File: src/rtl/alu_muldiv_ctrl.sv
`default_nettype none
// ============================================================================
//  Module   : alu_muldiv_ctrl
//  Purpose  : ALU control decode for the MIPS datapath plus an iterative
//             multiply/divide engine owning the HI/LO registers.
//             Handles mult, multu, div, divu (WIDTH iterations + 1 fix-up
//             cycle), mthi/mtlo (single edge) and mfhi/mflo (read only).
//  Ports    : CLK, RST (async, active-low)
//             Valid, ALUOP[1:0], Funct[5:0], SrcA, SrcB  - instruction in
//             ALUControl[3:0]                            - ALU select (comb)
//             Busy                                       - engine running
//             Stall                                      - hold instruction
//             HiLoRead, HiLoOut                          - mfhi/mflo result
//             HI, LO                                     - architectural regs
//  Revision : 1.0  initial release
// ============================================================================
module alu_muldiv_ctrl #(
    parameter int WIDTH = 32
) (
    input  logic             CLK,
    input  logic             RST,
    input  logic             Valid,
    input  logic [1:0]       ALUOP,
    input  logic [5:0]       Funct,
    input  logic [WIDTH-1:0] SrcA,
    input  logic [WIDTH-1:0] SrcB,
    output logic [3:0]       ALUControl,
    output logic             Busy,
    output logic             Stall,
    output logic             HiLoRead,
    output logic [WIDTH-1:0] HiLoOut,
    output logic [WIDTH-1:0] HI,
    output logic [WIDTH-1:0] LO
);

    localparam logic [5:0] c_F_MFHI = 6'b010000;
    localparam logic [5:0] c_F_MTHI = 6'b010001;
    localparam logic [5:0] c_F_MFLO = 6'b010010;
    localparam logic [5:0] c_F_MTLO = 6'b010011;
    localparam int         c_CNT_W  = $clog2(WIDTH);
    localparam logic [c_CNT_W-1:0] c_CNT_INIT = c_CNT_W'(WIDTH - 1);
    localparam logic [c_CNT_W-1:0] c_CNT_ONE  = c_CNT_W'(1);

    typedef enum logic [1:0] {
        S_IDLE = 2'b00,
        S_MUL  = 2'b01,
        S_DIV  = 2'b10,
        S_FIN  = 2'b11
    } state_t;

    state_t             r_state;
    state_t             w_next;
    logic [c_CNT_W-1:0] r_count;
    logic [WIDTH:0]     r_acc_hi;   // partial product high / partial remainder
    logic [WIDTH-1:0]   r_acc_lo;   // multiplier bits / dividend-then-quotient
    logic [WIDTH-1:0]   r_opb;      // |multiplicand| or |divisor|
    logic               r_neg_q;    // negate product / quotient at fix-up
    logic               r_neg_r;    // negate remainder (dividend sign)
    logic               r_dz;       // divide by zero
    logic               r_is_div;
    logic [WIDTH-1:0]   r_hi;
    logic [WIDTH-1:0]   r_lo;

    // ------------------------------------------------------------------
    // Decode
    // ------------------------------------------------------------------
    logic w_rtype, w_hilo, w_accept, w_is_mul, w_is_div, w_signed;

    assign w_rtype  = (ALUOP == 2'b10);
    assign w_hilo   = w_rtype & ((Funct[5:2] == 4'b0100) | (Funct[5:2] == 4'b0110));
    assign w_accept = Valid & w_hilo & ~Busy;
    assign w_is_mul = (Funct[5:1] == 5'b01100);
    assign w_is_div = (Funct[5:1] == 5'b01101);
    assign w_signed = ~Funct[0];

    always_comb begin
        ALUControl = 4'b0000;
        if (ALUOP == 2'b00) begin
            ALUControl = 4'b0010;
        end else if (ALUOP[0]) begin
            ALUControl = 4'b0110;
        end else begin
            case (Funct)
                6'b100000: ALUControl = 4'b0010;
                6'b100010: ALUControl = 4'b0110;
                6'b100100: ALUControl = 4'b0000;
                6'b100101: ALUControl = 4'b0001;
                6'b100111: ALUControl = 4'b1100;
                6'b101010: ALUControl = 4'b0111;
                default:   ALUControl = 4'b0000;
            endcase
        end
    end

    assign Busy     = (r_state != S_IDLE);
    assign Stall    = Busy & Valid & w_hilo;
    assign HiLoRead = Valid & w_rtype & ((Funct == c_F_MFHI) | (Funct == c_F_MFLO)) & ~Stall;
    assign HiLoOut  = (Funct == c_F_MFHI) ? r_hi : r_lo;
    assign HI       = r_hi;
    assign LO       = r_lo;

    // ------------------------------------------------------------------
    // Datapath step / fix-up values
    // ------------------------------------------------------------------
    logic [WIDTH-1:0]   w_abs_a, w_abs_b;
    logic [WIDTH:0]     w_mul_sum;
    logic [WIDTH:0]     w_div_shift, w_div_trial;
    logic [2*WIDTH-1:0] w_prod, w_prod_fix;
    logic [WIDTH-1:0]   w_quo_fix, w_rem_fix;

    assign w_abs_a = (w_signed & SrcA[WIDTH-1]) ? -SrcA : SrcA;
    assign w_abs_b = (w_signed & SrcB[WIDTH-1]) ? -SrcB : SrcB;

    // Shift-add: add multiplicand when the current multiplier LSB is set,
    // then shift the {acc_hi, acc_lo} pair right by one.
    assign w_mul_sum = r_acc_hi + (r_acc_lo[0] ? {1'b0, r_opb} : {(WIDTH+1){1'b0}});

    // Restoring divide: bring in the next dividend bit, try the subtract.
    assign w_div_shift = {r_acc_hi[WIDTH-1:0], r_acc_lo[WIDTH-1]};
    assign w_div_trial = w_div_shift - {1'b0, r_opb};

    assign w_prod     = {r_acc_hi[WIDTH-1:0], r_acc_lo};
    assign w_prod_fix = r_neg_q ? -w_prod : w_prod;
    // Divide by zero leaves the magnitude remainder equal to |dividend|, so
    // the ordinary remainder sign fix already yields SrcA; only LO is forced.
    assign w_quo_fix  = r_dz ? {WIDTH{1'b1}} : (r_neg_q ? -r_acc_lo : r_acc_lo);
    assign w_rem_fix  = r_neg_r ? -r_acc_hi[WIDTH-1:0] : r_acc_hi[WIDTH-1:0];

    // ------------------------------------------------------------------
    // FSM
    // ------------------------------------------------------------------
    always_comb begin
        w_next = r_state;
        case (r_state)
            S_IDLE: begin
                if (w_accept & w_is_mul)      w_next = S_MUL;
                else if (w_accept & w_is_div) w_next = S_DIV;
            end
            S_MUL:   if (r_count == '0) w_next = S_FIN;
            S_DIV:   if (r_count == '0) w_next = S_FIN;
            S_FIN:   w_next = S_IDLE;
            default: w_next = S_IDLE;
        endcase
    end

    always_ff @(posedge CLK or negedge RST) begin
        if (!RST) begin
            r_state  <= S_IDLE;
            r_count  <= '0;
            r_acc_hi <= '0;
            r_acc_lo <= '0;
            r_opb    <= '0;
            r_neg_q  <= 1'b0;
            r_neg_r  <= 1'b0;
            r_dz     <= 1'b0;
            r_is_div <= 1'b0;
            r_hi     <= '0;
            r_lo     <= '0;
        end else begin
            r_state <= w_next;
            case (r_state)
                S_IDLE: begin
                    if (w_accept & (w_is_mul | w_is_div)) begin
                        r_count  <= c_CNT_INIT;
                        r_acc_hi <= '0;
                        r_acc_lo <= w_abs_a;
                        r_opb    <= w_abs_b;
                        r_is_div <= w_is_div;
                        r_dz     <= w_is_div & (SrcB == '0);
                        r_neg_q  <= w_signed & (SrcA[WIDTH-1] ^ SrcB[WIDTH-1]);
                        r_neg_r  <= w_signed & SrcA[WIDTH-1];
                    end
                    if (w_accept & (Funct == c_F_MTHI)) r_hi <= SrcA;
                    if (w_accept & (Funct == c_F_MTLO)) r_lo <= SrcA;
                end
                S_MUL: begin
                    r_acc_hi <= {1'b0, w_mul_sum[WIDTH:1]};
                    r_acc_lo <= {w_mul_sum[0], r_acc_lo[WIDTH-1:1]};
                    if (r_count != '0) r_count <= r_count - c_CNT_ONE;
                end
                S_DIV: begin
                    if (!w_div_trial[WIDTH]) begin
                        r_acc_hi <= {1'b0, w_div_trial[WIDTH-1:0]};
                        r_acc_lo <= {r_acc_lo[WIDTH-2:0], 1'b1};
                    end else begin
                        r_acc_hi <= {1'b0, w_div_shift[WIDTH-1:0]};
                        r_acc_lo <= {r_acc_lo[WIDTH-2:0], 1'b0};
                    end
                    if (r_count != '0) r_count <= r_count - c_CNT_ONE;
                end
                S_FIN: begin
                    if (r_is_div) begin
                        r_hi <= w_rem_fix;
                        r_lo <= w_quo_fix;
                    end else begin
                        r_hi <= w_prod_fix[2*WIDTH-1:WIDTH];
                        r_lo <= w_prod_fix[WIDTH-1:0];
                    end
                end
                default: ;
            endcase
        end
    end

endmodule
`default_nettype wire

File: config.mk
export PLATFORM = sky130hd
export DESIGN_NAME = alu_muldiv_ctrl
export DESIGN_NICKNAME = d
export VERILOG_FILES = /design/src/rtl/alu_muldiv_ctrl.sv
export SDC_FILE = /design/constraint.sdc
export NUM_CORES = 1
export LEC_CHECK = 0
export CORE_MARGIN = 5
export CORE_UTILIZATION = 60
export CTS_CLUSTER_SIZE = 8
export DETAILED_ROUTE_END_ITERATION = 16
export PLACE_DENSITY_LB_ADDON = 0.12
export SLEW_MARGIN = 20
export SYNTH_ARGS = -nofsm -noshare
export SYNTH_HDL_FRONTEND = slang
export SYNTH_SLANG_ARGS = --single-unit
File: constraint.sdc
create_clock -name CLK -period 5.81 [get_ports CLK]
set_input_delay 0.581 -clock CLK [delete_from_list [all_inputs] [get_ports CLK]]
set_output_delay 0.581 -clock CLK [all_outputs]
set_load 0.005 [all_outputs]
==> results of run 1 <==
routing by layer:
metal	global-route usage (%)	part of all wire, %	up-vias
li1	-	-	6947
met1	41.7	39	7021
met2	57.8	48	729
met3	4.65	8.0	139
met4	15.3	5.2	0
met5	0	0	-
synth_stat cells, drive strengths merged (5+ instances only):
library cell	instances
mux2	38
and3	10
nor4	21
clkbuf	96
o21ai	178
buf	14
a31oi	15
and2	10
o22ai	33
mux2i	34
a211oi	7
nand4	11
nand3	26
nor2b	18
o221ai	21
o21bai	5
a21o	29
nor3	30
xnor2	104
a221oi	35
or2	9
a31o	5
o21a	6
nand2b	24
ha	75
o211ai	11
xor2	71
inv	61
a22oi	10
a21oi	134
o41ai	19
nor2	176
or3	19
nand2	223
o31ai	50
or4	17
dfrtp	171
a41oi	5
area by class of cell:
| cell class | instances | area, um^2 | area share, % |
|---|---|---|---|
| sequential | 171 | 4280 | 24.8 |
| clock buffer | 17 | 425 | 2.46 |
| timing repair buffer | 199 | 1940 | 11.2 |
| clock inverter | 15 | 170 | 0.985 |
| tap | 324 | 405 | 2.35 |
| inverter | 62 | 233 | 1.35 |
| multi-input combinational | 1512 | 9830 | 56.9 |
final timing paths:
check	start	end	slack (ns)	cells past startpoint
max in group asynchronous	RST	r_opb[16]$_DFFE_PN0P_	4.45	2
max	r_acc_lo[31]$_DFFE_PN0P_	r_acc_hi[10]$_DFFE_PN0P_	1.54	14
min in group CLK	r_opb[15]$_DFFE_PN0P_	r_opb[15]$_DFFE_PN0P_	0.48	2
min	RST	LO[4]$_DFFE_PN0P_	0.08	1
max reg2reg	r_acc_lo[31]$_DFFE_PN0P_	r_acc_hi[10]$_DFFE_PN0P_	1.54	14
min reg2reg	r_opb[15]$_DFFE_PN0P_	r_opb[15]$_DFFE_PN0P_	0.48	2
flip-flops by register name, indices dropped and copies added, names as in the netlist:
| name | flops |
|---|---|
| r_count | 5 |
| r_neg_r | 1 |
| r_neg_q | 1 |
| r_acc_hi | 32 |
| LO | 32 |
| r_state | 2 |
| r_is_div | 1 |
| HI | 32 |
| r_opb | 32 |
| r_acc_lo | 32 |
| r_dz | 1 |
per-stage QoR:
stage / hold WS [ns] / util (%) / setup WS (ns) / power (W)
after global routing: 0.139 / 71.3 / 1.32 / 0.00961
after floorplan: 0.285 / - / 2.44 / 0.00578
final: 0.0814 / 71.3 / 1.54 / 0.00903
after CTS: 0.114 / 71.2 / 1.60 / 0.00895
after global placement: 0.463 / 68.8 / 1.72 / 0.00761
after detailed placement: 0.470 / 68.8 / 1.64 / 0.00776
worst max-delay path: stages, from the launching register on:
cell,delay (ns)
dfrtp_1,0.43
inv_1,0.08
ha_1,0.22
fa_1,0.38
nand2b_1,0.20
a21oi_1,0.19
o21ai_1,0.19
o211ai_1,0.24
a31oi_1,0.19
o31ai_1,0.56
xor2_4,0.63
buf_4,0.31
mux2i_1,0.21
nor2_1,0.06
a221o_1,0.26
power groups by stage:
stage,combinational (W),sequential [W],clock (W)
after floorplan,0.00373,0.00204,0
after global placement,0.00533,0.00228,0
after detailed placement,0.00546,0.00230,0
after CTS,0.00549,0.00228,0.00117
after global routing,0.00604,0.00235,0.00122
final,0.00556,0.00231,0.00117
kinds of logic (layout without fill, tap and decap cells):
logic type	Yosys count	count (layout)
AO/OA/AOI/OAI	579	579
XOR/XNOR	175	175
adder cells (fa/ha/maj)	77	77
buffers and inverters	172	293
flip-flops	171	171
multiplexers	72	72
AND/OR/NAND/NOR	609	609
==> out/qor.csv, run 1 <==
stage,metric,value,unit
status,outcome,"complete, no violations",
grt,grt_antenna_before_repair,0,
cts,worst_setup_hold_path_clk_slew,0.08,ns
route,drcViolationCount,0,
worst_setup_path,critical_path_class,reg2reg,
pwr,power.internal,0.00463,W
synth,syn_avg_cell_area,7.93,um^2
cts,cts_tree,done,
timing,setup_total_negative_slack,0,ns
timing,worst_slew_pin_slew,1.08,ns
job,maxCapViolations,0,
cts,post_cts_resize_count,0,
pwr,clkPwrFrac,12.9,%
layout,fin_cells,2300,
synth,ys_ff_latch,171,
cts,ctsLongestPathBuffers,2,
grt,grt_start_max_net_pins,84,
pwr,power-per-cell-area,523,mW/mm^2
synth,netlist.area_leader.share,29.1,%
die,die_w,167,um
synth,synth_top_family_by_area,compound AO/OA/AOI/OAI gates,
die,ioPinCount,178,
min_path,timing.hold.worst.class,in2async,
synth,synth_enable_flop_cells,0,
timing,max_slew_margin,28.1,%
timing,grt_setup_unrepaired,false,
worst_setup_path,cp-end-kind,register,
cts,cts.sink_count,171,
synth,syn_inst,1855,
layout,fin_area,0.0173,mm^2
die,floorplan.die.height,167,um
cts,cts_buffers,17,
cts,post_cts_buffers,0,
synth,complex_gate_fraction_of_the_synthesized_area,24.8,%
timing,max_clock_freq,234,MHz
cts,htreeDepth,4,
timing,timing_hold_violations_final,0,
layout,fill_cells,1983,
worst_setup_path,arrival_time_reported_for_the_critical_path_endpoint,4.59,ns
cts,cts-hold-fix-buffers,0,
pwr,share_comb_of_total_power,61.6,%
synth,ys_warn_count,0,
cts,clock_insertion_delay_worst_skew,0.45,ns
worst_setup_path,critical_path.max_fanout,22,
place,final_hpwl_dp,37000,um
route,totalWireLength,48300,um
layout,fin_nets,2115,
synth,mappedNetlistNets,2007,
synth,yosys_most_used_dff,dfrtp_1,
cts,clock-root-buffer,clkbuf_16,
synth,synthDistinctLibCells,72,
route,vias_per_cell,6.45,
synth,asr_flop_ratio_synth,100,%
die,die_area,0.0278,mm^2
timing,number_of_max_slew_violations_in_the_final_report,0,
pwr,swShare,48.7,%
grt,number_of_global_route_vias_before_repair,14100,
place,placed_cells_incl_taps,2268,
route,routed-via-count,14800,
timing,period_minus_slack,4.27,ns
layout,layout.cells.most_common,nand2_1,
synth,sequential_fraction_of_the_synthesis_area,29.1,%
pwr,switchingPower,0.00440,W
die,fp.coreArea,0.0242,mm^2
layout,antenna_cells,0,
layout,final_cell_mix,"nand2_1 (223), nor2_1 (176), clkdlybuf4s50_1 (176)",
grt,grt_pass1_wl,75900,um
pwr,ir_drop,0.248,mV
place,placedInstanceArea,0.0167,mm^2
route,drtIter0Drc,1640,
route,first_pass_iters,7,
grt,grt-ovfl-total,0,
place,buffer_ports.inserted,177,
timing,period_share,73.5,%
synth,synth_xor_xnor_area_share,10.4,%
route,routed_wire_length_per_instance,21.0,um
layout,final_layout_size_suffix_gt1_share,6.12,%
place,routabilityCongestion,0.982,
synth,synth_top_cells_by_area,"dfrtp_1 (29%), ha_1 (6.4%), xnor2_1 (6.2%)",
route,detail-route-antenna-nets,0,
synth,synth_area_in_adders,6.65,%
timing,worst_clock_skew,0.0165,ns
synth,post_synth_instance_area,0.0147,mm^2
die,start_util,60.7,%
worst_setup_path,cp.required,6.14,ns
synth,post_synth_mux_area_share,5.25,%
die,std_cell_rows,57,
synth,synth_simple_gate_area_share,19.3,%
pwr,part_of_the_total_power_dissipated_in_sequential_elements,25.5,%
worst_setup_path,worst_setup_path_start_kind,register,
synth,cell_type_with_the_largest_total_area_after_synthesis,dfrtp_1,
timing,setup_viol,0,
grt,total_grt_usage,33.5,%
layout,layout-area-overhead-vs-synth,17.5,%
pwr,cellLeakagePower,7.20,nW
(Power assumes the default switching activity.)
==> inputs of run 2 (changes only) <==
--- a/config.mk
+++ b/config.mk
@@ -6,7 +6,7 @@
 export NUM_CORES = 1
 export LEC_CHECK = 0
 export CORE_MARGIN = 5
-export CORE_UTILIZATION = 60
+export CORE_UTILIZATION = 52
 export CTS_CLUSTER_SIZE = 8
 export DETAILED_ROUTE_END_ITERATION = 16
 export PLACE_DENSITY_LB_ADDON = 0.12
==> constraint.sdc (replaced) <==
create_clock -name CLK -period 3.6 [get_ports CLK]
set_input_delay 0.36 -clock CLK [delete_from_list [all_inputs] [get_ports CLK]]
set_output_delay 0.36 -clock CLK [all_outputs]
set_load 0.005 [all_outputs]
==> out/qor.csv, run 2 (synthesis gave the netlist of run 1 again) <==
stage,metric,value,unit,change
place,buffer_ports.inserted,177,,unchanged
route,drcViolationCount,0,,unchanged
grt,grt-ovfl-total,0,,unchanged
cts,cts_buffers,17,,unchanged
min_path,timing.hold.worst.class,in2async,,
pwr,ir_drop,0.398,mV,+61%
place,final_hpwl_dp,37900,um,+2.2%
grt,grt_antenna_before_repair,2,,+2
timing,max_clock_freq,291,MHz,+24%
pwr,power-per-cell-area,835,mW/mm^2,+60%
grt,number_of_global_route_vias_before_repair,14000,,-0.50%
worst_setup_path,worst_path_largest_cell_delay,0.45,ns,-0.18 ns
worst_setup_path,critical_path_class,reg2reg,,
layout,fin_nets,2194,,+3.7%
timing,number_of_max_slew_violations_in_the_final_report,0,,unchanged
worst_setup_path,crit-reg2reg-capture,HI[16]$_DFFE_PN0P_,,
cts,cts.sink_count,171,,unchanged
cts,ctsLongestPathBuffers,2,,unchanged
job,maxCapViolations,0,,unchanged
route,first_pass_iters,8,,+1
die,floorplan.die.height,178,um,+7.0%
route,drtIter0Drc,1658,,+1.1%
worst_setup_path,cpLargestDelayFamily,simple AND/OR/NAND/NOR gates,,
layout,final_cell_mix,"nand2_1 (223), nor2_1 (176), clkdlybuf4s50_1 (176)",,
worst_setup_path,depth_of_the_most_critical_reg_to_reg_path,15,,+1
timing,max_slew_margin,29.4,%,+1.3 points
die,std_cell_rows,61,,+7.0%
die,ioPinCount,178,,unchanged
pwr,clkPwrFrac,12.5,%,-0.4 points
cts,cts-hold-fix-buffers,0,,unchanged
worst_setup_path,arrival_time_reported_for_the_critical_path_endpoint,3.76,ns,-0.83 ns
layout,final-seq-area,0.00428,mm^2,about the same
pwr,part_of_the_total_power_dissipated_in_sequential_elements,23.4,%,-2.1 points
place,place_ws,0.0364,ns,-1.60 ns
die,die_w,178,um,+7.0%
pwr,cellLeakagePower,7.60,nW,+5.6%
timing,setup_viol,0,,unchanged
timing,period_minus_slack,3.44,ns,-0.831 ns
timing,period_share,95.5,%,+22 points
pwr,swShare,47.7,%,-0.95 points
layout,multiInputGateArea,0.00986,mm^2,+0.32%
timing,timing_hold_violations_final,0,,unchanged
worst_setup_path,cpMaxStageDelayCell,dfrtp_2,,
die,die_area,0.0318,mm^2,+14%
status,outcome,"complete, no violations",,
worst_setup_path,r2r_start,r_acc_lo[0]$_DFFE_PN0P_,,
cts,clock-root-buffer,clkbuf_16,,
cts,htreeDepth,4,,unchanged
timing,hold-worst-slack,0.0327,ns,-0.0487 ns
grt,grt_start_max_net_pins,97,,+15%
cts,worst_setup_hold_path_clk_slew,0.08,ns,about the same
route,routed_wire_length_per_instance,20.2,um,-4.0%
worst_setup_path,critical_path.max_fanout,7,,-68%
route,detail-route-antenna-nets,0,,unchanged
layout,antenna_cells,0,,unchanged
place,placedInstanceArea,0.0173,mm^2,+3.5%
pwr,share_comb_of_total_power,64.1,%,+2.5 points
worst_setup_path,worst_setup_path_start_kind,register,,
worst_setup_path,worstPathCellList,buf_4 -> clkinvlp_2 -> buf_4 -> ha_1 -> nand2b_1 -> nor3_1 -> buf_4 -> nand4b_1 -> or2_1 -> and2_1 -> o41ai_2 -> xor2_1 -> nand2_1 -> o21ai_1 -> a21oi_1,,
worst_setup_path,rrSetupSlack,0.16,ns,-1.38 ns
die,start_util,52.8,%,-7.9 points
route,routed-via-count,15100,,+1.5%
timing,worst_clock_skew,0.0154,ns,-0.00107 ns
worst_setup_path,worst-path-buf-inv,4,,+2
worst_setup_path,cp.required,3.92,ns,-2.22 ns
pwr,power.internal,0.00786,W,+70%
pwr,switchingPower,0.00718,W,+63%
layout,layout-area-overhead-vs-synth,22.4,%,
place,routabilityCongestion,0.967,,-1.5%
worst_setup_path,critical-path-top-cell-by-count,buf_4,,
layout,fill_cells,2398,,+21%
layout,layout.cells.most_common,nand2_1,,
route,totalWireLength,49100,um,+1.5%
grt,grt_pass1_wl,76400,um,+0.65%
layout,fin_area,0.0180,mm^2,+4.2%
die,fp.coreArea,0.0279,mm^2,+15%
timing,setup_ws,0.162,ns,-1.38 ns
timing,worst_slew_pin_slew,1.06,ns,-0.0201 ns
grt,total_grt_usage,30.2,%,-3.2 points
worst_setup_path,cp-end-kind,register,,
route,vias_per_cell,6.19,,-4.0%
cts,clock_insertion_delay_worst_skew,0.44,ns,about the same
layout,final_layout_size_suffix_gt1_share,10.1,%,+3.9 points
cts,cts_tree,done,,
run 2: cell types whose count changed in the layout (fill, tap and decap cells not counted), moves of 2 or more:
cell,previous run,this run
buf_12,0,2
buf_4,22,98
nor3_1,30,27
nor3_2,0,3
run 2: routing by layer:
metal,GRT usage (%),up-vias,wire (um)
li1,-,7104,-
met1,39.8,7114,20200
met2,50.9,739,23000
met3,4.87,104,4250
met4,9.95,4,1530
met5,0,-,27
run 2: through the flow:
step                utilization (%)  cells  power, W  TNS [ns]
detailed placement             62.0   2387    0.0129         0
global route                   64.6   2433    0.0161   -0.0648
finish                         64.6   2433    0.0150         0
floorplan                         -   1855   0.00932         0
global placement               62.0   2387    0.0127         0
CTS                            64.1   2419    0.0148         0
run 2: final cells by class:
type	count	area share, %
Sequential cell	171	23.8
Tap cell	378	2.63
Multi-Input combinational cell	1512	54.8
Timing Repair Buffer	277	14.2
Clock inverter	15	0.987
Timing Repair inverter	1	0.0278
Inverter	62	1.31
Clock buffer	17	2.36
run 2: timing repair:
| action | CTS | global route |
|---|---|---|
| setup endpoints to repair | 0 | 23 |
| setup buffers | 0 | 13 |
| gates resized for setup | 0 | 9 |
run 2: worst max path at each step:
stage	depth (start not counted)	end	start
floorplan	14	r_acc_hi[22]$_DFFE_PN0P_	r_acc_lo[31]$_DFFE_PN0P_
global placement	14	r_acc_hi[30]$_DFFE_PN0P_	r_acc_lo[0]$_DFFE_PN0P_
detailed placement	14	r_acc_hi[30]$_DFFE_PN0P_	r_acc_lo[0]$_DFFE_PN0P_
CTS	14	r_acc_hi[30]$_DFFE_PN0P_	r_acc_lo[0]$_DFFE_PN0P_
global route	15	r_acc_hi[24]$_DFFE_PN0P_	r_acc_lo[0]$_DFFE_PN0P_
finish	15	HI[16]$_DFFE_PN0P_	r_acc_lo[0]$_DFFE_PN0P_
run 2: power by group through the flow:
stage | Clock (W) | Sequential, W | Combinational [W]
after floorplan | 0 | 0.00330 | 0.00602
after global placement | 0 | 0.00350 | 0.00915
after detailed placement | 0 | 0.00353 | 0.00933
after CTS | 0.00191 | 0.00349 | 0.00937
after global routing | 0.00198 | 0.00361 | 0.0105
final | 0.00188 | 0.00352 | 0.00964
==> inputs of run 3 (changes only) <==
--- a/config.mk
+++ b/config.mk
@@ -10,7 +10,6 @@
 export CTS_CLUSTER_SIZE = 8
 export DETAILED_ROUTE_END_ITERATION = 16
 export PLACE_DENSITY_LB_ADDON = 0.12
-export SLEW_MARGIN = 20
 export SYNTH_ARGS = -nofsm -noshare
 export SYNTH_HDL_FRONTEND = slang
 export SYNTH_SLANG_ARGS = --single-unit
==> results of run 3 <==
The final DEF is identical to that of run 2; final timing and power are the same.
==> RTL edit 1 (config.mk and constraints of run 3) <==
The 4 states of `state_t` get a Gray code encoding in 2 bits.
--- a/src/rtl/alu_muldiv_ctrl.sv
+++ b/src/rtl/alu_muldiv_ctrl.sv
@@ -45,6 +45,6 @@
         S_IDLE = 2'b00,
         S_MUL  = 2'b01,
-        S_DIV  = 2'b10,
-        S_FIN  = 2'b11
+        S_DIV  = 2'b11,
+        S_FIN  = 2'b10
     } state_t;
 
Function: no difference found for any inputs over 4 cycles, from zero or initial values and one cycle with RST low; so few cycles prove little.
==> RTL edit 1 against run 3 <==
Routed wire length grew 2.3%; sequential cell count unchanged; synthesized area is 2.5% higher; critical path depth fell by 2; die area increased by 2.4%; setup slack better by 0.037 ns; power decreased by 8.5%; design area increased by 2.2%; largest power group unchanged.
==> RTL edit 1: results <==
{
  "yosys.area.top_type_share_pct": 28.4,
  "fin_nets": 2195,
  "crit_slowest_cell": "fa_1",
  "critPathLaunch": "r_acc_lo[31]",
  "syn_nets": 2001,
  "p_per_area_mw_per_mm2": 748,
  "nonClockInverterCount": 69,
  "hold_class": "register to register",
  "antenna_found_initial": 0,
  "cellLeakagePower_nw": 7.60,
  "register_area_mm2": 0.00428,
  "dr.pass1.iters": 5,
  "drive_gt1_share_pct": 11.1,
  "grt_pass1_wl_um": 79800,
  "synthTopCellsByArea": "dfrtp_1 28%, nand2_1 5.9%, ha_1 5.8%",
  "multi_input_cells": 1509,
  "grtUsageTotal_pct": 30.0,
  "endpoint": "r_acc_hi[5]",
  "rrSetupSlack_ns": 0.20,
  "clock_latency_ns": 0.46,
  "synthTopCellsByCount": "236 x nand2_1, 171 x dfrtp_1, 153 x nor2_1, 144 x a21oi_1, 100 x o21ai_0",
  "post-place-ws_ns": 0.0608,
  "maxClockFrequency_mhz": 294,
  "critPathMaxFanout": 8,
  "ir_drop_mv": 0.406,
  "yosys.cell_types.count": 84,
  "multiInputGateArea_mm2": 0.0102,
  "r2r_end": "r_acc_hi[5]",
  "buf_share_pct": 14.2,
  "worstPathArrival_ns": 3.69,
  "wl_um": 50200,
  "dpl-instance-area_mm2": 0.0177,
  "netlist_area_mm2": 0.0151,
  "layout.non_clock_buffers": 280,
  "synthCells": 1854,
  "n_antenna_cell": 0,
  "routabilityCongestion": 0.956,
  "crit_path_max_incr_delay_ns": 0.40,
  "outcome": "finished clean",
  "clock_skew_ns": 0.0222,
  "whs_ns": 0.479,
  "instances_no_fill": 2445,
  "grt_max_degree": 83,
  "dp_hpwl_um": 37600,
  "ys_seq_area_share_pct": 28.4,
  "whs_path_depth": 2,
  "tightest_slew_ns": 0.930,
  "nFillCells": 2529,
  "vias": 14900,
  "n_clock_buffer": 19,
  "clock_area_share_pct": 3.23,
  "reg2regPathDepth": 13,
  "drt-initial-drc-count": 1255
}
RTL edit 1: cell types whose count changed after synthesis, moves of 14 or more:
cell,change
xor2_1,+25
a211oi_1,+38
mux2i_1,+37
xnor2_1,-30
o31ai_1,-29
a32oi_1,+36
o22ai_1,-27
o21ai_0,-48
a221oi_1,-33
mux2_2,+14
nor2_1,-23
RTL edit 1: cells by family (layout without fill, tap and decap cells):
group	count (synthesis)	count (layout)	synth area share, %
multiplexers	121	121	8.45
flip-flops	171	171	28.4
AO/OA/AOI/OAI	536	536	23.2
XOR/XNOR	170	170	9.87
buffers and inverters	174	381	4.57
adder cells (fa/ha/maj)	72	72	6.07
AND/OR/NAND/NOR	610	610	19.5
RTL edit 1: worst max-delay path: cells and delay by family, from the launching register on:
| kind | cells | cell delay, ns |
|---|---|---|
| AO/OA/AOI/OAI | 5 | 1.11 |
| buffers and inverters | 2 | 0.34 |
| multiplexers | 1 | 0.20 |
| adder cells (fa/ha/maj) | 2 | 0.67 |
| AND/OR/NAND/NOR | 3 | 0.51 |
| flip-flops | 1 | 0.39 |
RTL edit 1: per-layer routing:
metal	GRT usage, %	share of wire [%]	vias to the layer above
li1	-	-	7079
met1	39.8	43	7191
met5	0	0	-
met2	50.1	47	570
met3	4.30	5.8	90
met4	11.0	3.3	0
RTL edit 1: what timing repair did:
item,4_1_cts,5_1_grt
hold buffers,1,0
gates resized for setup,0,8
hold endpoints to repair,3,0
endpoints found under the setup margin,0,22
setup buffers,0,6
RTL edit 1: report_power, final:
group / switching [mW] / total (mW) / internal, mW / leakage [nW]
clock: 0.913 / 1.92 / 1.01 / 0.290
combinational: 4.06 / 8.20 / 4.13 / 5.27
sequential: 1.00 / 3.65 / 2.64 / 2.04
==> RTL edit 2 (flow settings as in run 3) <==
Made on the original files. `WIDTH`: 32 -> 64.
--- a/src/rtl/alu_muldiv_ctrl.sv
+++ b/src/rtl/alu_muldiv_ctrl.sv
@@ -16,5 +16,5 @@
 // ============================================================================
 module alu_muldiv_ctrl #(
-    parameter int WIDTH = 32
+    parameter int WIDTH = 64
 ) (
     input  logic             CLK,
Ports: changed (5 resized); port bits go from 178 to 338. The function was not compared with the original's and may differ.
==> RTL edit 2 against run 3 <==
Setup slack got worse by 0.14 ns; sequential cell count increased by 161; design area increased by 130%; critical path depth is 1 higher; synthesized area rose by 100%; clock skew grew 0.0046 ns; routed wire length grew 140%; non-clock buffer count is 720 higher; critical path type unchanged.
Power is left out: it rests on default switching activity, and per cell area and clock period it moved more than threefold.
==> RTL edit 2: results <==
{
  "outcome": "finished clean",
  "tightest_slew_ns": 1.17,
  "clock_skew_ns": 0.0200,
  "ys_warn_count": 0,
  "worstPathArrival_ns": 4.03,
  "met3_usage_pct": 6.67,
  "crit_slowest_cell": "dfrtp_1",
  "dp.cells": 5349,
  "drive_gt1_share_pct": 20.9,
  "hold_class": "input port to asynchronous set/reset pin",
  "routabilityCongestion": 0.979,
  "drt-initial-drc-count": 4048,
  "clk_pin_slew_worst_paths_ns": 0.06,
  "cts-root-buf": "clkbuf_16",
  "clock_latency_ns": 0.59,
  "critPathTopFamily": "compound AO/OA/AOI/OAI gates",
  "grt_pass1_vias": 31800,
  "slew_viol_final": 0,
  "antenna_found_initial": 4,
  "syn_nets": 4180,
  "synthArstFlopShare_pct": 100,
  "maxUsedRoutingLayer": "met5",
  "synthTopCellsByArea": "dfrtp_1 28%, xnor2_1 6.6%, o21ai_0 6.5%",
  "vias": 33700,
  "yosys.cell_types.count": 89,
  "h-tree-depth": 2,
  "met1_length_um": 49900,
  "fin_nets": 4944,
  "wl_met3_um": 11900,
  "dp_hpwl_um": 91600,
  "crit_path_max_incr_delay_ns": 0.41,
  "grt_pass1_wl_um": 181000,
  "ys.flop_type": "dfrtp_1",
  "grt_max_degree": 151,
  "synthCells": 3900,
  "portBuffers": 337,
  "core-area_mm2": 0.0575,
  "ys_seq_area_share_pct": 27.6,
  "numCtsBuffers": 48,
  "clockBufferDepth": 3,
  "use_met1_pct": 50.3,
  "dpl-instance-area_mm2": 0.0384,
  "instances_no_fill": 5441,
  "dr.pass1.iters": 8,
  "met2_length_um": 52800,
  "critPathMaxFanout": 3,
  "wl_um": 119000,
  "grtUsageTotal_pct": 35.9,
  "met2_usage_pct": 56.3,
  "synthTopCellsByCount": "446 x nand2_1, 392 x o21ai_0, 333 x nor2_1, 332 x dfrtp_1, 307 x a21oi_1"
}
-- RTL edit 2: cell type report --
class	count	area (um^2)
inverters	139	534
fillers	4889	16600
repair buffers	997	8680
diodes	2	5.00
multi-input cells	3146	21100
flip-flops and latches	332	8310
clock inverters	3	30.0
clock buffers	57	1240
well taps	765	957
-- RTL edit 2: final timing paths --
path	cells after the start	endpoint	from	slack (ns)
min in group CLK	3	r_opb[47]	SrcB[47]	0.47
min	2	LO[16]	RST	0.39
max	16	r_acc_hi[63]	r_acc_lo[0]	0.02
max in group asynchronous	4	r_acc_lo[58]	RST	2.17
max reg2reg	16	r_acc_hi[63]	r_acc_lo[0]	0.02
min reg2reg	2	r_opb[12]	r_opb[12]	0.47
-- RTL edit 2: repair_timing --
item / CTS / global route
gates cloned: 1 / 2
setup endpoints to repair: 44 / 105
endpoints found under the hold margin: 67 / 0
setup buffers: 6 / 22
hold buffers: 1 / 0
resized for setup: 56 / 145
pin swaps: 16 / 61
-- RTL edit 2: through the flow --
step	setup TNS (ns)	worst slack (ns)	util [%]	hold WS, ns
floorplan	0	0.0217	-	0.0644
global placement	-3.78	-0.448	66.8	0.393
detailed placement	-4.85	-0.434	66.8	0.392
CTS	-0.0159	-0.00671	69.6	0.378
global route	-0.840	-0.161	71.0	0.442
finish	0	0.0246	71.0	0.389
-- RTL edit 2: logic make-up after synthesis --
logic type / after synthesis / share of synthesized area [%]
flip-flops: 332 / 27.6
multiplexers: 140 / 4.94
adder cells (fa/ha/maj): 141 / 5.92
buffers and inverters: 422 / 5.41
XOR/XNOR: 358 / 10.4
AND/OR/NAND/NOR: 1233 / 19.2
AO/OA/AOI/OAI: 1274 / 26.5
